### config.mk
export PLATFORM = sky130hd
export DESIGN_NAME = ex_muldiv
export DESIGN_NICKNAME = d
export VERILOG_FILES = /design/src/rtl/ex_muldiv.sv
export SDC_FILE = /design/constraint.sdc
export NUM_CORES = 2
export LEC_CHECK = 0
export ABC_AREA = 1
export CORE_UTILIZATION = 25
export DETAILED_ROUTE_END_ITERATION = 16
export HOLD_SLACK_MARGIN = 0.02
export PLACE_DENSITY = 0.48
export SLEW_MARGIN = 20
export SYNTH_ARGS = -nofsm -noshare
export SYNTH_HDL_FRONTEND = slang
export SYNTH_SLANG_ARGS = --single-unit
### constraint.sdc
create_clock -name clk -period 4.8 [get_ports clk]
set_input_delay 0.48 -clock clk [delete_from_list [all_inputs] [get_ports clk]]
set_output_delay 0.48 -clock clk [all_outputs]
set_load 0.02 [all_outputs]
### src/rtl/ex_muldiv.sv
// Iterative RV64M multiply/divide unit for the EX stage.
// Stalls the pipeline while iterating and returns one result with a valid pulse.
module ex_muldiv #(
    parameter int XLEN = 64
) (
    input  logic            clk,
    input  logic            rst_n,
    input  logic            inValid,
    input  logic [XLEN-1:0] inReg1,
    input  logic [XLEN-1:0] inReg2,
    input  logic [2:0]      inFun3,
    input  logic [4:0]      inWrReg,
    input  logic            flush,
    output logic            outStall,
    output logic            outValid,
    output logic [XLEN-1:0] outResult,
    output logic [4:0]      outWrReg,
    output logic            busy
);
    localparam int CW = $clog2(XLEN + 1);

    typedef enum logic [1:0] {IDLE, CALC, DONE} state_t;

    state_t              state_q;
    logic [CW-1:0]       cnt_q;
    logic [2:0]          fun3_q;
    logic [4:0]          wr_q;
    logic                sign_q;
    logic [2*XLEN-1:0]   acc_q;
    logic [2*XLEN-1:0]   mcand_q;
    logic [XLEN-1:0]     mplier_q;
    logic [XLEN:0]       rem_q;
    logic [XLEN-1:0]     quo_q;
    logic [XLEN-1:0]     div_q;
    logic                out_valid_q;
    logic [XLEN-1:0]     out_res_q;
    logic [4:0]          out_wr_q;

    logic                sgn_a;
    logic                sgn_b;
    logic                a_neg;
    logic                b_neg;
    logic [XLEN-1:0]     a_mag;
    logic [XLEN-1:0]     b_mag;
    logic                is_div;
    logic                is_rem;
    logic                div0;
    logic                ovf;
    logic                sign_st;
    logic [XLEN-1:0]     sp_res;

    logic [2*XLEN-1:0]   acc_d;
    logic [XLEN+1:0]     sh_d;
    logic [XLEN+1:0]     diff_d;
    logic [XLEN:0]       rem_d;
    logic [XLEN-1:0]     quo_d;
    logic [2*XLEN-1:0]   prod_s;
    logic [XLEN-1:0]     quo_s;
    logic [XLEN-1:0]     rem_s;
    logic [XLEN-1:0]     res_d;

    always_comb begin
        sgn_a = 1'b0;
        sgn_b = 1'b0;
        unique case (inFun3)
            3'b001, 3'b100, 3'b110: begin
                sgn_a = 1'b1;
                sgn_b = 1'b1;
            end
            3'b010:  sgn_a = 1'b1;
            default: ;
        endcase
    end

    assign a_neg   = sgn_a & inReg1[XLEN-1];
    assign b_neg   = sgn_b & inReg2[XLEN-1];
    assign a_mag   = a_neg ? -inReg1 : inReg1;
    assign b_mag   = b_neg ? -inReg2 : inReg2;
    assign is_div  = inFun3[2];
    assign is_rem  = inFun3[2] & inFun3[1];
    assign div0    = is_div && (inReg2 == '0);
    assign ovf     = is_div && !inFun3[0]
                   && (inReg1 == {1'b1, {(XLEN-1){1'b0}}})
                   && (inReg2 == '1);
    // Remainder sign follows the dividend; everything else is the xor.
    assign sign_st = is_rem ? a_neg : (a_neg ^ b_neg);
    assign sp_res  = div0 ? (is_rem ? inReg1 : '1)
                          : (is_rem ? '0 : inReg1);

    always_comb begin
        acc_d  = acc_q + (mplier_q[0] ? mcand_q : '0);
        sh_d   = {rem_q, quo_q[XLEN-1]};
        diff_d = sh_d - {2'b00, div_q};
        quo_d  = {quo_q[XLEN-2:0], ~diff_d[XLEN+1]};
        rem_d  = diff_d[XLEN+1] ? sh_d[XLEN:0] : diff_d[XLEN:0];
    end

    // Fixup uses the final-step values so the result lands as DONE begins.
    always_comb begin
        prod_s = sign_q ? -acc_d : acc_d;
        quo_s  = sign_q ? -quo_d : quo_d;
        rem_s  = sign_q ? -rem_d[XLEN-1:0] : rem_d[XLEN-1:0];
        unique case (fun3_q)
            3'b000:                 res_d = prod_s[XLEN-1:0];
            3'b001, 3'b010, 3'b011: res_d = prod_s[2*XLEN-1:XLEN];
            3'b100, 3'b101:         res_d = quo_s;
            default:                res_d = rem_s;
        endcase
    end

    always_ff @(posedge clk or negedge rst_n) begin
        if (!rst_n) begin
            state_q     <= IDLE;
            cnt_q       <= '0;
            fun3_q      <= '0;
            wr_q        <= '0;
            sign_q      <= 1'b0;
            acc_q       <= '0;
            mcand_q     <= '0;
            mplier_q    <= '0;
            rem_q       <= '0;
            quo_q       <= '0;
            div_q       <= '0;
            out_valid_q <= 1'b0;
            out_res_q   <= '0;
            out_wr_q    <= '0;
        end else if (flush) begin
            state_q     <= IDLE;
            cnt_q       <= '0;
            out_valid_q <= 1'b0;
        end else begin
            out_valid_q <= 1'b0;
            unique case (state_q)
                IDLE: begin
                    if (inValid) begin
                        fun3_q <= inFun3;
                        wr_q   <= inWrReg;
                        sign_q <= sign_st;
                        if (div0 || ovf) begin
                            state_q     <= DONE;
                            out_valid_q <= 1'b1;
                            out_res_q   <= sp_res;
                            out_wr_q    <= inWrReg;
                        end else begin
                            state_q  <= CALC;
                            cnt_q    <= CW'(XLEN);
                            acc_q    <= '0;
                            mcand_q  <= {{XLEN{1'b0}}, a_mag};
                            mplier_q <= b_mag;
                            rem_q    <= '0;
                            quo_q    <= a_mag;
                            div_q    <= b_mag;
                        end
                    end
                end
                CALC: begin
                    cnt_q    <= cnt_q - CW'(1);
                    acc_q    <= acc_d;
                    mcand_q  <= mcand_q << 1;
                    mplier_q <= mplier_q >> 1;
                    rem_q    <= rem_d;
                    quo_q    <= quo_d;
                    if (cnt_q == CW'(1)) begin
                        state_q     <= DONE;
                        out_valid_q <= 1'b1;
                        out_res_q   <= res_d;
                        out_wr_q    <= wr_q;
                    end
                end
                DONE:    state_q <= IDLE;
                default: state_q <= IDLE;
            endcase
        end
    end

    assign outStall  = rst_n
                     && (((state_q == IDLE) && inValid && !flush)
                         || (state_q == CALC));
    assign outValid  = out_valid_q;
    assign outResult = out_res_q;
    assign outWrReg  = out_wr_q;
    assign busy      = (state_q != IDLE);

endmodule

==> results.sh <==
export IMPL_status="complete, but fails checks"
export IMPL_violations="setup timing"
export IMPL_drv_slew=0
export IMPL_ios=212
export IMPL_viasPerCell=4.851
export IMPL_rows=180
export IMPL_final_setup_viol_count=1
export IMPL_drc=0
export IMPL_critPathArrivalTime_ns=5.48
export IMPL_synth_area_um2=60860
export IMPL_grt_ovfl_total=0
export IMPL_ys_seq_area_share_pct=24.71
export IMPL_grt_busiest_layer="met2"
export IMPL_synth_edf_count=0
export IMPL_crit_top_cell="buf_4"
export IMPL_place_ws_ns=-0.8696
export IMPL_met2_usage_pct=46.64
export IMPL_dr_pass1_iters=6
export IMPL_gp_congestion=1.039
export IMPL_ys_ff_latch=601
export IMPL_initial_core_util_pct=25.23
export IMPL_post_route_min_period_ns=4.839
export IMPL_hold_ws_ns=0.2510
export IMPL_crit_type="reg2reg"
export IMPL_cp_slowest_cell="dfrtp_4"
export IMPL_cp_end_kind="flop"
export IMPL_worstSkewPairLatency_ns=0.78
export IMPL_cts_root_buf="clkbuf_16"
export IMPL_worstMarginPinSlew_ns=1.104
export IMPL_drt_iter0_markers=6920
export IMPL_power_leakage_nw=47.01
export IMPL_synth_main_ff_cell="dfrtp_1"
export IMPL_grt_pass1_vias=73372
export IMPL_fmax_mhz=206.7
export IMPL_synth_top_family_by_area="simple AND/OR/NAND/NOR gates"
export IMPL_synth_area_leaders="dfrtp_1 (25%), nand2_1 (23%), inv_1 (11%), nor2_1 (6.8%), o21ai_0 (5.2%)"
export IMPL_max_cap_violations=0
export IMPL_die_area_um2=245400
export IMPL_max_stage_delay_ns=0.50
export IMPL_synth_xor_area_share_pct=2.101
export IMPL_cp_required_ns=5.44
export IMPL_period_share_pct=100.8
export IMPL_power_density_nw_per_um2=727.6
export IMPL_syn_avg_cell_area_um2=5.680
export IMPL_finish_utilization_pct=37.23
export IMPL_layout_setup_ws_ns=-0.03908
export IMPL_synth_fp_nets=11057
export IMPL_clock_path_buffers=3
export IMPL_cts_tree="built"
export IMPL_reg2reg_depth=36
export IMPL_cts_sinks=601
export IMPL_drtAntennaViolNets=0
export IMPL_wl_per_cell_um=22.90
export IMPL_critPathMaxFanout=7
export IMPL_path_clk_slew_ns=0.07
export IMPL_cts_buffers=82
export IMPL_synth_adder_area_share_pct=4.699
export IMPL_design_core_area_um2=241200
export IMPL_relSlewSlack_pct=26.37
export IMPL_final_hold_violation_count=0
export IMPL_synth_top_area_share_pct=24.71
export IMPL_grt_start_max_net_pins=154
export IMPL_fillers=26857
export IMPL_grt_use_met3_pct=3.104
export IMPL_yosysMostFrequentCell="nand2_1"
export IMPL_vias=77443
export IMPL_synth_compound_area_share_pct=13.77
export IMPL_wl_um=365600
export IMPL_syn_inst=10716
export IMPL_htree_levels=3
export IMPL_hold_path_class="in2async"
export IMPL_placed_cells=15706
export IMPL_drive_gt1_share_pct=26.35
export IMPL_synth_simple_area_share_pct=40.99
export IMPL_async_flop_share_pct=100.0
export IMPL_muxShareOfSynthArea_pct=0
export IMPL_synth_largest_area_cell="dfrtp_1"
export IMPL_instances_no_fill=15964
export IMPL_grtUsageTotal_pct=28.66
export IMPL_ys_types=62
export IMPL_synth_common_cells="nand2_1 (3798), inv_1 (1849), nor2_1 (1109)"
export IMPL_grt_pass1_wl_um=508400
export IMPL_skew_ns=0.04690
export IMPL_port_buffers=211
export IMPL_cp_start_kind="flop"
export IMPL_groute_layer_met1_usage_pct=36.25
export IMPL_nets=13040
export IMPL_place_hpwl_um=306700
export IMPL_peakVddDrop_mv=0.4220
export IMPL_grt_antenna_before_repair=25
export IMPL_grt_setup_unrepaired="true"
export IMPL_dieHeight_um=495.4
export IMPL_die_x_um=495.4
export IMPL_synthToLayoutAreaGrowth_pct=47.55
export IMPL_ys_warn_count=0
## routing by layer
| metal | share of wire, % | wire, µm | vias up |
|---|---|---|---|
| met5 | 0.014 | 51 | - |
| met4 | 7.2 | 26490 | 8 |
| met3 | 5.9 | 21520 | 655 |
| met2 | 45 | 165600 | 2677 |
| met1 | 42 | 152000 | 36482 |
| li1 | - | - | 37621 |
## layout make-up
type	count	area (µm²)	share of cell area, %
clock buffers	115	2326	2.590
well taps	3185	3985	4.437
clock inverters	34	481.7	0.5364
repair buffers	2192	18220	20.29
diodes	15	37.54	0.04180
multi-input cells	7933	42600	47.43
flip-flops and latches	601	15050	16.76
inverters	1889	7106	7.912
## cells by family (layout without fill, tap and decap cells)
kind of cell / count (synthesis) / after routing
AO/OA/AOI/OAI: 1504 / 1504
flip-flops: 601 / 601
other: 0 / 15
buffers and inverters: 2182 / 4230
adder cells (fa/ha/maj): 234 / 234
AND/OR/NAND/NOR: 6049 / 6049
XOR/XNOR: 146 / 146
## layout by cell type (no fill, tap or decap), drive strengths merged, types with 15 or more instances in the layout
| cell type | netlist | routed |
|---|---|---|
| inv | 1879 | 1880 |
| o21ai | 729 | 729 |
| o22ai | 113 | 113 |
| xor2 | 88 | 88 |
| diode | 0 | 15 |
| o211ai | 25 | 25 |
| clkdlybuf4s50 | 0 | 210 |
| nand4 | 136 | 136 |
| ha | 199 | 199 |
| clkinv | 10 | 30 |
| nand2 | 3857 | 3857 |
| a31oi | 40 | 40 |
| dfrtp | 601 | 601 |
| maj3 | 33 | 33 |
| o221ai | 57 | 57 |
| buf | 76 | 1975 |
| nor2 | 1169 | 1169 |
| a21oi | 431 | 431 |
| nand3b | 51 | 51 |
| a22oi | 29 | 29 |
| nand3 | 623 | 623 |
| nor3 | 124 | 124 |
| o21bai | 29 | 29 |
| or2 | 15 | 15 |
| clkbuf | 217 | 121 |
| nor4 | 59 | 59 |
| xnor2 | 58 | 58 |
## power by group
part | total, mW | internal [mW] | switching (mW)
logic | 50.0 | 19.3 | 30.7
clock network | 6.63 | 3.74 | 2.89
registers | 8.71 | 6.87 | 1.84
## flip-flops by register name, indices dropped and copies added (netlist names), 7 cells and up
| name | flops |
|---|---|
| rem_q | 65 |
| acc_q | 128 |
| cnt_q | 7 |
| mplier_q | 64 |
| div_q | 64 |
| mcand_q | 128 |
| outResult | 64 |
| quo_q | 64 |
## timing repair
action / CTS / global route
resized for setup: 420 / 892
endpoints found under the setup margin: 64 / 64
buffers inserted: 16 / 70
hold endpoints to repair: 44 / 0
pin swaps: 44 / 220
cloned: 0 / 7
hold buffers: 1 / 0
## critical path: cells and delay by family, from the launching register on
family                     cells  cell delay, ns
adders and majority gates      1            0.30
DFF                            1            0.50
buffers and inverters         15            2.04
and+or+nand+nor               19            1.75
AOI/OAI and AO/OA              1            0.09
## stage by stage
| step | power, mW | instance area (µm²) | setup TNS (ns) |
|---|---|---|---|
| after floorplan | 29.37 | 60860 | 0 |
| after global placement | 54.44 | 80900 | -21.10 |
| after detailed placement | 54.36 | 80900 | -20.06 |
| after CTS | 62.30 | 85470 | -0.06346 |
| after global routing | 69.02 | 89790 | -4.060 |
| final | 65.34 | 89810 | -0.03908 |
## worst paths after layout
| kind | startpoint | slack, ns | end |
|---|---|---|---|
| max | mplier_q[0] | -0.04 | outResult[49] |
| min | rst_n | 0.25 | mcand_q[102] |
| min reg2reg | wr_q[0] | 0.48 | wr_q[0] |
| max reg2reg | mplier_q[0] | -0.04 | outResult[49] |
| min in group clk | inWrReg[0] | 0.31 | wr_q[0] |
| max in group asynchronous | rst_n | 2.79 | acc_q[0] |
(Power assumes the default switching activity.)
